**src/rtl/vga_pkg.sv**
```systemverilog
// rtl/vga_pkg.sv - shared VGA 640x480@60 timing constants and window helper
package vga_pkg;

  localparam int CNT_W     = 10;

  localparam int H_DISPLAY = 640;
  localparam int H_FRONT   = 16;
  localparam int H_SYNC    = 96;
  localparam int H_BACK    = 48;
  localparam int H_TOTAL   = H_DISPLAY + H_FRONT + H_SYNC + H_BACK;

  localparam int V_DISPLAY = 480;
  localparam int V_FRONT   = 10;
  localparam int V_SYNC    = 2;
  localparam int V_BACK    = 33;
  localparam int V_TOTAL   = V_DISPLAY + V_FRONT + V_SYNC + V_BACK;

  // True when pos lies in the half-open window [lo, hi)
  function automatic logic in_span(input logic [CNT_W-1:0] pos,
                                   input logic [CNT_W-1:0] lo,
                                   input logic [CNT_W-1:0] hi);
    return (pos >= lo) && (pos < hi);
  endfunction

endpackage

```
**src/rtl/mod_counter.sv**
```systemverilog
// rtl/mod_counter.sv - wrap-at-max counter with enable, next-value and wrap strobe
module mod_counter
  import vga_pkg::*;
#(
  parameter int W = CNT_W
) (
  input  logic         clk,
  input  logic         rst_n,
  input  logic         en,
  input  logic [W-1:0] max_val,
  output logic [W-1:0] count,
  output logic [W-1:0] count_next,
  output logic         wrap
);

  // Wrap strobe is combinational so the caller can chain the next counter on the same edge
  assign wrap       = en && (count == max_val);
  assign count_next = !en ? count : (wrap ? '0 : count + W'(1));

  // Reset parks the counter at its maximum so the first enabled step lands on zero
  always_ff @(posedge clk) begin
    if (!rst_n) count <= max_val;
    else        count <= count_next;
  end

endmodule

```
**src/rtl/vga_timing_gen.sv**
```systemverilog
// rtl/vga_timing_gen.sv - VGA raster timing: position counters, syncs, visible flag, ticks
module vga_timing_gen #(
  parameter int H_DISPLAY = vga_pkg::H_DISPLAY,
  parameter int H_FRONT   = vga_pkg::H_FRONT,
  parameter int H_SYNC    = vga_pkg::H_SYNC,
  parameter int H_BACK    = vga_pkg::H_BACK,
  parameter int V_DISPLAY = vga_pkg::V_DISPLAY,
  parameter int V_FRONT   = vga_pkg::V_FRONT,
  parameter int V_SYNC    = vga_pkg::V_SYNC,
  parameter int V_BACK    = vga_pkg::V_BACK,
  parameter bit SYNC_POL  = 1'b0
) (
  input  logic       clk,
  input  logic       rst_n,
  input  logic       ce,
  output logic [9:0] hpos,
  output logic [9:0] vpos,
  output logic       hsync,
  output logic       vsync,
  output logic       visible,
  output logic       line_tick,
  output logic       frame_tick,
  output logic [9:0] frame_count
);

  localparam logic [9:0] H_MAX    = 10'(H_DISPLAY + H_FRONT + H_SYNC + H_BACK - 1);
  localparam logic [9:0] V_MAX    = 10'(V_DISPLAY + V_FRONT + V_SYNC + V_BACK - 1);
  localparam logic [9:0] H_VIS    = 10'(H_DISPLAY);
  localparam logic [9:0] V_VIS    = 10'(V_DISPLAY);
  localparam logic [9:0] HS_START = 10'(H_DISPLAY + H_FRONT);
  localparam logic [9:0] HS_END   = 10'(H_DISPLAY + H_FRONT + H_SYNC);
  localparam logic [9:0] VS_START = 10'(V_DISPLAY + V_FRONT);
  localparam logic [9:0] VS_END   = 10'(V_DISPLAY + V_FRONT + V_SYNC);

  logic [9:0] h_next;
  logic [9:0] v_next;
  logic       h_wrap;
  logic       v_wrap;

  mod_counter #(.W(10)) u_hcnt (
    .clk        (clk),
    .rst_n      (rst_n),
    .en         (ce),
    .max_val    (H_MAX),
    .count      (hpos),
    .count_next (h_next),
    .wrap       (h_wrap)
  );

  // Vertical counter steps only when the horizontal one wraps (h_wrap already includes ce)
  mod_counter #(.W(10)) u_vcnt (
    .clk        (clk),
    .rst_n      (rst_n),
    .en         (h_wrap),
    .max_val    (V_MAX),
    .count      (vpos),
    .count_next (v_next),
    .wrap       (v_wrap)
  );

  // Decoded outputs are registered from the counters' next values so they align with hpos/vpos
  always_ff @(posedge clk) begin
    if (!rst_n) begin
      hsync       <= ~SYNC_POL;
      vsync       <= ~SYNC_POL;
      visible     <= 1'b0;
      line_tick   <= 1'b0;
      frame_tick  <= 1'b0;
      frame_count <= '0;
    end else begin
      line_tick  <= h_wrap;
      frame_tick <= v_wrap;
      if (ce) begin
        hsync       <= vga_pkg::in_span(h_next, HS_START, HS_END) ? SYNC_POL : ~SYNC_POL;
        vsync       <= vga_pkg::in_span(v_next, VS_START, VS_END) ? SYNC_POL : ~SYNC_POL;
        visible     <= (h_next < H_VIS) && (v_next < V_VIS);
        frame_count <= frame_count + 10'(v_wrap);
      end
    end
  end

endmodule

```
**config.mk**
```make
export PLATFORM = sky130hd
export DESIGN_NAME = vga_timing_gen
export DESIGN_NICKNAME = d
export VERILOG_FILES = /design/src/rtl/vga_pkg.sv /design/src/rtl/mod_counter.sv /design/src/rtl/vga_timing_gen.sv
export SDC_FILE = /design/constraint.sdc
export NUM_CORES = 1
export LEC_CHECK = 0
export ABC_CLOCK_PERIOD_IN_PS = 4050
export BUFFER_PORTS_ARGS = -buffer_cell sky130_fd_sc_hd__buf_2
export CAP_MARGIN = 20
export CELL_PAD_IN_SITES_DETAIL_PLACEMENT = 0
export CELL_PAD_IN_SITES_GLOBAL_PLACEMENT = 1
export CORE_UTILIZATION = 40
export DETAILED_ROUTE_END_ITERATION = 8
export GPL_TIMING_DRIVEN = 0
export MAX_ROUTING_LAYER = met4
export PLACE_DENSITY_LB_ADDON = 0.1
export SYNTH_ARGS = -nofsm -noshare
export SYNTH_HDL_FRONTEND = slang
export SYNTH_SLANG_ARGS = --single-unit
```
**constraint.sdc**
```tcl
create_clock -name clk -period 4.05 [get_ports clk]
set_input_delay 0.405 -clock clk [delete_from_list [all_inputs] [get_ports clk]]
set_output_delay 0.405 -clock clk [all_outputs]
set_load 0.1 [all_outputs]
```
# Word-level counts from Yosys, hierarchy flattened
# Index checks and enable logic that the tools add are counted.
# op_classes
n_addsub	3
magnitude_cmp	6
n_eq_ne	2
mux	6
reduce_logical	5
# op_table
op	count
2-to-1 mux 10 bit	4
adder 10 x 1 -> 10 bit (second input constant)	2
== test 10 bit (second input constant)	2
< comparator 10 bit (second input constant)	2
< comparator 10 x 9 -> 1 bit (second input constant)	2
adder 10 x 1 -> 10 bit	1
greater-or-equal comparator 10 bit (second input constant)	1
greater-or-equal comparator 10 x 9 -> 1 bit (second input constant)	1
logical AND 1 bit	5
2-to-1 mux 1 bit	2
# word_totals
regBits	35
input_bits	3
output_inout_bits	35
word_cells	30

# Longest topological paths before layout
# Gate-level depths: netlist of run 1.
# depth
word_depth	8
depth_mapped	11
depth_no_buf	11

# By module
# From an unflattened synthesis of run 1, not the netlist that was laid out.
# hier_totals
cells_unflattened	258
hier_area_um2	2174.6
# modules_own_cells
module	instances	cells_each	area_per_inst_um2	seq_area_each_um2
mod_counter	2	92	752.0	200.2
vga_timing_gen	1	74	670.6	300.3

# Worst setup path before layout of run 1
# Ideal clock, no wire load.
# synth_timing
path_type	register to register
start	register u_hcnt.count[1]
end	register frame_count[6]
setup_ns	0.115
arrival_time_ns	3.100
required_ns	3.935
slack_ns	0.835
stages_incl_launch_ff	12
path_buffers	0
period_less_slack_ns	3.215
cell_sequence	dfxtp_1 -> ha_1 -> nand2_1 -> nor3_1 -> nand3_1 -> nor2_1 -> ha_1 -> ha_1 -> and3_1 -> nand4_1 -> xnor2_1 -> and2_1
# synth_between
elab_chain_cells	4
# synth_rtl
item	line_no	rtl
start, declared	mod_counter.sv:11	output logic [W-1:0] count,
start signal, assigned	mod_counter.sv:22	if (!rst_n) count <= max_val;
start signal, assigned	mod_counter.sv:23	else count <= count_next;
== test 10 bit	mod_counter.sv:17	assign wrap = en && (count == max_val);
logical AND 1 bit (2 in a row)	mod_counter.sv:17	
net u_vcnt.wrap	mod_counter.sv:13	output logic wrap
adder 10 x 1 -> 10 bit	vga_timing_gen.sv:77	frame_count <= frame_count + 10'(v_wrap);
end signal, assigned	vga_timing_gen.sv:77	
end, declared	vga_timing_gen.sv:23	output logic [9:0] frame_count
# The timed path passes the listed nets, and every way through them passes these cells.
# A chain may end at the register's enable or synchronous reset.

# Final worst setup path of run 1
# layout_timing
start	register u_hcnt.count[0]
end	register frame_count[6]
# Same word-level chain as after synthesis.

==> qor.yml, run 1 <==
diodes: 0
place_area_um2: 2120
place_hpwl_um: 3140
numPortBuffers: 37
root_buffer: "clkbuf_8"
powerDensity_nw_per_um2: 478
finalInstanceArea_um2: 2230
gp_congestion: 0.780
min_path_cells: 2
slew_viol_final: 0
fp.dieH_um: 70.4
fmax_mhz: 359
final_hold_viol_count: 0
synth_ff_type: "dfxtp_1"
yosysWarnings: 0
cts_tree: "built"
core_region_area_um2: 4410
yosysUniqueCellTypes: 48
synth-edff-count: 0
grt_max_degree: 13
endpoint_kind: "flop"
first_pass_iters: 4
postSynthCellCount: 221
cts_sinks: 35
viasPerCell: 5.43
min_path_type: "primary input to flop"
ys_ff_latch: 35
clk_path_buf_depth: 2
reg2regPathDepth: 11
synth.cell_area_um2: 1870
cts-resized-gates: 0
initial_core_util_pct: 42.3
fin_setup_tns_ns: 0
synth-async-reset-ratio_pct: 0
drtIter0Drc: 107
tightest_slew_ns: 0.486
grt_pass1_vias: 1503
syn_avg_cell_area_um2: 8.46
dieArea_um2: 4950
crit_required_ns: 4.23
outcome: "complete, no violations"
drcViolationCount: 0
rows: 24
cp.arrival_ns: 2.97
cts_max_level: 2
die_w_um: 70.4
cts_buffers: 5
ios: 38
power_mw: 1.07
cts.clk_slew.worst_paths_ns: 0.08
insertion_delay_ns: 0.29
maxCapViolCount: 0
finalWorstPathRequiredPeriod_ns: 2.79
antenna_found_initial: 0
grt.total_usage_pct: 19.2
grt_overflow: 0
finalSetupViolations: 0
p_leak_nw: 0.930
fin_skew_ns: 0.00939
synth_nets: 229
hold_buffers: 0
maxSlewHeadroom_pct: 67.6
drive_gt1_share_pct: 22.2
antenna_left: 0
fin_util_pct: 50.6
hold-worst-slack_ns: 0.458
peakVddDrop_mv: 0.176
grt_setup_unrepaired: "no"
worst-path-max-fanout: 10
post-cts-setup-buffer-count: 0
final.period_utilization_pct: 68.8
grt_pass1_wl_um: 7310
vias: 1726
start_kind: "flop"
drt-wirelength-per-cell_um: 13.7
nNetsFinal: 273
wirelength_um: 4350
critPathKind: "flop to flop"
ys_seq_area_share_pct: 37.5
area_growth_syn_to_layout_pct: 19.4
## power breakdown
group	switching, mW	internal (mW)	total [mW]
registers	0.0287	0.366	0.395
clock network	0.137	0.183	0.320
logic	0.274	0.0773	0.351
## per-layer routing
layer	up-vias	share of wire [%]	track usage [%]
met2	40	43	26.8
met5	-	0	-
li1	874	-	-
met1	806	51	27.0
met3	6	4.1	4.33
met4	0	1.1	6.67
## critical path: stages, from the launching register on
cell and delay [ns]:
dfxtp_1 0.41, ha_1 0.26, nand2_1 0.14, nor3_1 0.29, nand3_1 0.39, nor2_1 0.20
ha_1 0.18, ha_1 0.17, and3_1 0.21, nand4_1 0.13, xnor2_1 0.14, and2_1 0.15
## through the flow
step / worst slack [ns] / cells
finish: 1.26 / 318
global route: 1.01 / 318
CTS: 1.28 / 318
detailed placement: 1.20 / 310
global placement: 1.17 / 310
floorplan: 0.835 / 221
## synth_stat cells, types with 2 or more instances
cell type	n	area share, %
a21boi_0	4	1.6
a21oi_1	8	2.1
and2_1	17	5.7
and3_1	5	1.7
buf_2	3	0.80
clkbuf_1	5	1.0
dfxtp_1	35	37
ha_1	5	3.3
inv_1	5	1.0
mux2i_1	3	1.6
nand2_1	25	5.0
nand3_1	13	3.5
nand4_1	6	2.0
nand4_2	2	1.3
nand4b_1	2	0.94
nor2_1	9	1.8
nor2b_1	5	1.7
nor3_1	9	2.4
nor4_1	2	0.67
o21ai_0	13	3.5
o21ai_1	2	0.54
or3_1	5	1.7
xnor2_1	11	5.2
xor2_1	3	1.4
## cell families (layout without fill, tap and decap cells)
family	count (synthesis)	count (layout)	synth area share (%)
buffers and inverters	14	59	3.41
adder cells (fa/ha/maj)	5	5	3.35
AND/OR/NAND/NOR	111	111	34.2
flip-flops	35	35	37.5
XOR/XNOR	14	14	6.56
AO/OA/AOI/OAI	39	39	13.4
multiplexers	3	3	1.61
## final timing paths
kind	from	endpoint	slack (ns)
hold reg to reg	hsync$_SDFFE_PN1P_	hsync$_SDFFE_PN1P_	0.51
hold / removal	rst_n	line_tick$_SDFF_PN0_	0.46
setup / recovery	u_hcnt.count[0]$_SDFF_PN1_	frame_count[6]$_SDFFE_PN0P_	1.26
setup reg to reg	u_hcnt.count[0]$_SDFF_PN1_	frame_count[6]$_SDFFE_PN0P_	1.26
## cells in the final DEF, fill, tap and decap left out, types with 4 or more instances in the layout
| cell | n |
|---|---|
| a21boi_0 | 4 |
| a21oi_1 | 8 |
| and2_1 | 17 |
| and3_1 | 5 |
| buf_2 | 40 |
| clkbuf_1 | 5 |
| clkbuf_8 | 5 |
| dfxtp_1 | 35 |
| ha_1 | 5 |
| inv_1 | 5 |
| nand2_1 | 25 |
| nand3_1 | 13 |
| nand4_1 | 6 |
| nor2_1 | 9 |
| nor2b_1 | 5 |
| nor3_1 | 9 |
| o21ai_0 | 13 |
| or3_1 | 5 |
| xnor2_1 | 11 |
## flip-flops by register name (all words and copies together) (netlist names)
name	cells
frame_tick	1
u_vcnt.count	10
hsync	1
frame_count	10
u_hcnt.count	10
visible	1
line_tick	1
vsync	1
## final cells by class
| type | count | area (um^2) |
|---|---|---|
| tap | 52 | 65.1 |
| clock inverter | 3 | 43.8 |
| buffer | 9 | 45.0 |
| fill | 448 | 2180 |
| inverter | 5 | 18.8 |
| timing repair buffer | 37 | 185 |
| multi-input combinational | 172 | 1100 |
| sequential | 35 | 701 |
| clock buffer | 5 | 68.8 |
(Power assumes the default switching activity.)
==> inputs of run 2 (changes only) <==
--- a/config.mk
+++ b/config.mk
@@ -5,7 +5,7 @@
 export SDC_FILE = /design/constraint.sdc
 export NUM_CORES = 1
 export LEC_CHECK = 0
-export ABC_CLOCK_PERIOD_IN_PS = 4050
+export ABC_CLOCK_PERIOD_IN_PS = 2800
 export BUFFER_PORTS_ARGS = -buffer_cell sky130_fd_sc_hd__buf_2
 export CAP_MARGIN = 20
 export CELL_PAD_IN_SITES_DETAIL_PLACEMENT = 0
==> constraint.sdc (replaced) <==
create_clock -name clk -period 2.8 [get_ports clk]
set_input_delay 0.28 -clock clk [delete_from_list [all_inputs] [get_ports clk]]
set_output_delay 0.28 -clock clk [all_outputs]
set_load 0.1 [all_outputs]
==> qor.yml, run 2 (synthesis results as in run 1) <==
maxCapViolCount: 0
cts_tree: "built"
cts_sinks: 35
holdPathEnd: "line_tick$_SDFF_PN0_"
final.period_utilization_pct: 89.1
wirelength_um: 4360
vias: 1719
top_regs: "frame_count (10), u_hcnt.count (10), u_vcnt.count (10)"
drcViolationCount: 0
root_buffer: "clkbuf_8"
finalWorstPathRequiredPeriod_ns: 2.50
final_cell_mix: "buf_2, dfxtp_1, nand2_1, and2_1, o21ai_0"
grt_pass1_vias: 1524
numPortBuffers: 37
antenna_left: 0
endpoint_kind: "flop"
finalSetupViolations: 0
crit_required_ns: 2.99
initial_core_util_pct: 42.3
cts.clk_slew.worst_paths_ns: 0.07
fp.dieH_um: 70.4
min_path_cells: 2
worstHoldStart: "rst_n"
worst-path-max-fanout: 10
reg2reg_to: "frame_count[8]$_SDFFE_PN0P_"
peakVddDrop_mv: 0.296
power_mw: 1.57
cts_max_level: 2
core_region_area_um2: 4410
drtIter0Drc: 125
clk_path_buf_depth: 2
ios: 38
min_path_type: "primary input to flop"
fin_skew_ns: 0.00422
rows: 24
reg2regPathDepth: 11
hold_buffers: 0
fmax_mhz: 401
maxSlewHeadroom_pct: 67.4
grt.total_usage_pct: 19.6
dieArea_um2: 4950
nNetsFinal: 273
p_leak_nw: 0.938
grt_setup_unrepaired: "no"
critPathKind: "flop to flop"
r2r-start: "u_hcnt.count[0]$_SDFF_PN1_"
final_hold_viol_count: 0
grt_pass1_wl_um: 7420
insertion_delay_ns: 0.29
antenna_found_initial: 0
first_pass_iters: 4
gp_congestion: 0.777
hold-worst-slack_ns: 0.312
viasPerCell: 5.41
fin_setup_tns_ns: 0
place_hpwl_um: 3180
fillers: 460
die_w_um: 70.4
post-cts-setup-buffer-count: 0
drt-wirelength-per-cell_um: 13.7
grt_max_degree: 12
rrSetupSlack_ns: 0.30
drive_gt1_share_pct: 26.3
cts-resized-gates: 0
diodes: 0
cts_buffers: 5
grt_overflow: 0
tightest_slew_ns: 0.492
area_growth_syn_to_layout_pct: 21.1
cp.arrival_ns: 2.68
start_kind: "flop"
mostFrequentLayoutCell: "buf_2"
powerDensity_nw_per_um2: 692
outcome: "complete, no violations"
slew_viol_final: 0
[run 2: area by class of cell]
type | instances | area [um^2] | share of cell area, %
multi-input cells | 172 | 1110 | 49.3
flip-flops and latches | 35 | 717 | 31.7
repair buffers | 37 | 185 | 8.18
clock buffers | 6 | 82.6 | 3.65
well taps | 52 | 65.1 | 2.87
plain buffers | 9 | 45.0 | 1.99
clock inverters | 2 | 35.0 | 1.55
inverters | 5 | 18.8 | 0.829
[run 2: how the worst max path moves through the flow]
| stage | startpoint | to | cells after the start |
|---|---|---|---|
| after CTS | u_hcnt.count[0]$_SDFF_PN1_ | frame_count[8]$_SDFFE_PN0P_ | 11 |
| after global routing | u_hcnt.count[0]$_SDFF_PN1_ | frame_count[7]$_SDFFE_PN0P_ | 9 |
| final | u_hcnt.count[0]$_SDFF_PN1_ | frame_count[8]$_SDFFE_PN0P_ | 11 |
| after global placement | ce | frame_count[6]$_SDFFE_PN0P_ | 12 |
| after floorplan | u_hcnt.count[8]$_SDFF_PN1_ | frame_count[6]$_SDFFE_PN0P_ | 10 |
| after detailed placement | ce | frame_count[8]$_SDFFE_PN0P_ | 12 |
[run 2: through the flow]
stage | util (%) | instances | cell area [um^2] | worst slack (ns)
6_report | 51.3 | 318 | 2260 | 0.305
5_1_grt | 51.3 | 318 | 2260 | 0.111
4_1_cts | 51.0 | 318 | 2250 | 0.0125
3_5_place_dp | 48.4 | 310 | 2140 | 0.0225
3_3_place_gp | 48.4 | 310 | 2140 | 0.0424
2_1_floorplan | - | 221 | 1890 | 0.0282
[run 2: routing by layer]
metal,GRT usage [%],share of wire (%),vias to the layer above
li1,-,-,873
met1,27.1,50,800
met2,28.6,45,41
met3,4.33,3.6,5
met4,5.33,1.1,0
met5,-,0,-
[run 2: critical path, stage by stage, from the launching register on]
cell     delay [ns]
dfxtp_4        0.37
ha_1           0.23
nand2_1        0.15
nor3_2         0.23
nand3_2        0.26
nor2_1         0.18
ha_1           0.18
ha_1           0.15
and3_1         0.22
nand4_1        0.13
xnor2_1        0.14
and2_1         0.14
[run 2: where the power goes]
part | switching, mW | internal [mW] | total [mW]
Clock | 0.189 | 0.288 | 0.477
Sequential | 0.0417 | 0.533 | 0.574
Combinational | 0.401 | 0.113 | 0.514
Total | 0.632 | 0.934 | 1.57
==> inputs of run 3 (changes only) <==
--- a/config.mk
+++ b/config.mk
@@ -10,6 +10,7 @@
 export CAP_MARGIN = 20
 export CELL_PAD_IN_SITES_DETAIL_PLACEMENT = 0
 export CELL_PAD_IN_SITES_GLOBAL_PLACEMENT = 1
+export CORE_MARGIN = 10
 export CORE_UTILIZATION = 40
 export DETAILED_ROUTE_END_ITERATION = 8
 export GPL_TIMING_DRIVEN = 0
==> qor.yml, run 3 (synthesis results as in run 1) <==
outcome: "complete, no violations"
clockPowerShare_pct: 24.2
antenna_found_initial: 0
maxSlewHeadroom_pct: 66.8
dp_cells: 310
grt_pass1_vias: 1597
final_hold_viol_count: 0
dieArea_um2: 7810
final_cell_mix: "buf_2, dfxtp_1, nand2_1, and2_1, o21ai_0"
post-cts-setup-buffer-count: 0
drcViolationCount: 0
cts_max_level: 2
grt_max_degree: 11
start_kind: "flop"
fp.dieH_um: 88.4
fmax_mhz: 396
grt_busiest_layer: "met2"
p_sw_mw: 0.617
gp_congestion: 0.825
clk_path_buf_depth: 2
grt_setup_unrepaired: "no"
pwr-share-seq_pct: 39.9
endpoint_kind: "flop"
nNetsFinal: 273
drt-wirelength-per-cell_um: 14.8
final.period_utilization_pct: 90.2
root_buffer: "clkbuf_8"
wirelength_um: 4690
powerDensity_nw_per_um2: 646
drive_gt1_share_pct: 25.6
fin_util_pct: 50.1
ios: 38
cp.arrival_ns: 2.70
cts_tree: "built"
drtIter0Drc: 119
slew_viol_final: 0
seqCellArea_um2: 717
cts_sinks: 35
hold_buffers: 0
maxCapViolCount: 0
grt_overflow: 0
tightest_slew_ns: 0.501
power_mw: 1.44
die_w_um: 88.4
core_region_area_um2: 4440
multi_input_area_um2: 1110
met2_usage_pct: 18.7
vias: 1674
pwr-share-comb_pct: 35.9
cts-resized-gates: 0
area_growth_syn_to_layout_pct: 19.1
cts.clk_slew.worst_paths_ns: 0.07
viasPerCell: 5.26
numPortBuffers: 37
top_regs: "frame_count (10), u_hcnt.count (10), u_vcnt.count (10)"
p_int_mw: 0.820
crit_required_ns: 2.98
critPathKind: "flop to flop"
worst-path-max-fanout: 10
min_path_type: "primary input to flop"
rows: 24
peakVddDrop_mv: 0.314
fin_skew_ns: 0.00343
cts_buffers: 5
initial_core_util_pct: 42.1
fin_cells: 318
p_leak_nw: 0.919
mostFrequentLayoutCell: "buf_2"
antenna_left: 0
finalWorstPathRequiredPeriod_ns: 2.52
fin_setup_tns_ns: 0
first_pass_iters: 4
grt.total_usage_pct: 12.6
fillers: 431
grt_pass1_wl_um: 7750
diodes: 0
use_met1_pct: 16.1
sw_frac_of_total_pct: 42.9
insertion_delay_ns: 0.28
place_hpwl_um: 3540
finalSetupViolations: 0
grt_util_met3_pct: 3.95
[run 3: cell count changes in the layout (fill, tap and decap cells not counted)]
cell       delta
bufinv_16     -1
clkbuf_1      +2
clkbuf_8      -1
[run 3: per-layer routing]
layer  part of all wire [%]  vias to the layer above
met4                   0.90                        0
li1                       -                      868
met3                    5.6                        5
met2                     44                       33
met5                      0                        -
met1                     50                      768
[run 3: stage by stage]
step / hold slack, ns / instance area [um^2] / worst slack (ns)
after floorplan: 0.417 / 1890 / 0.0282
after global placement: 0.490 / 2140 / 0.0331
after detailed placement: 0.500 / 2140 / 0.0672
after CTS: 0.342 / 2220 / 0.0710
after global routing: 0.346 / 2230 / 0.0246
final: 0.353 / 2230 / 0.275
[run 3: final timing paths]
check | start | endpoint | slack (ns) | cells past startpoint
min | rst_n | line_tick$_SDFF_PN0_ | 0.35 | 2
min reg2reg | hsync$_SDFFE_PN1P_ | hsync$_SDFFE_PN1P_ | 0.52 | 2
max reg2reg | u_hcnt.count[0]$_SDFF_PN1_ | frame_count[6]$_SDFFE_PN0P_ | 0.28 | 11
max | u_hcnt.count[0]$_SDFF_PN1_ | frame_count[6]$_SDFFE_PN0P_ | 0.28 | 11
[run 3: critical path, cell delays in order, from the launching register on]
cell,delay [ns]
dfxtp_4,0.37
ha_1,0.22
nand2_1,0.16
nor3_2,0.23
nand3_2,0.26
nor2_1,0.18
ha_1,0.18
ha_1,0.16
and3_1,0.23
nand4_1,0.14
xnor2_1,0.14
and2_1,0.15
[run 3: area by class of cell]
class	instances	share of cell area [%]
buffer	9	2.02
clock buffer	7	3.43
clock inverter	1	0.225
inverter	5	0.843
multi-input combinational	172	50.1
sequential	35	32.2
tap	52	2.92
timing repair buffer	37	8.31
[run 3: power by group through the flow]
stage | logic (mW) | clock network (mW) | registers [mW]
final | 0.516 | 0.348 | 0.574
after global routing | 0.555 | 0.378 | 0.582
after CTS | 0.515 | 0.362 | 0.573
after detailed placement | 0.515 | 0 | 0.585
after global placement | 0.516 | 0 | 0.584
after floorplan | 0.197 | 0 | 0.806
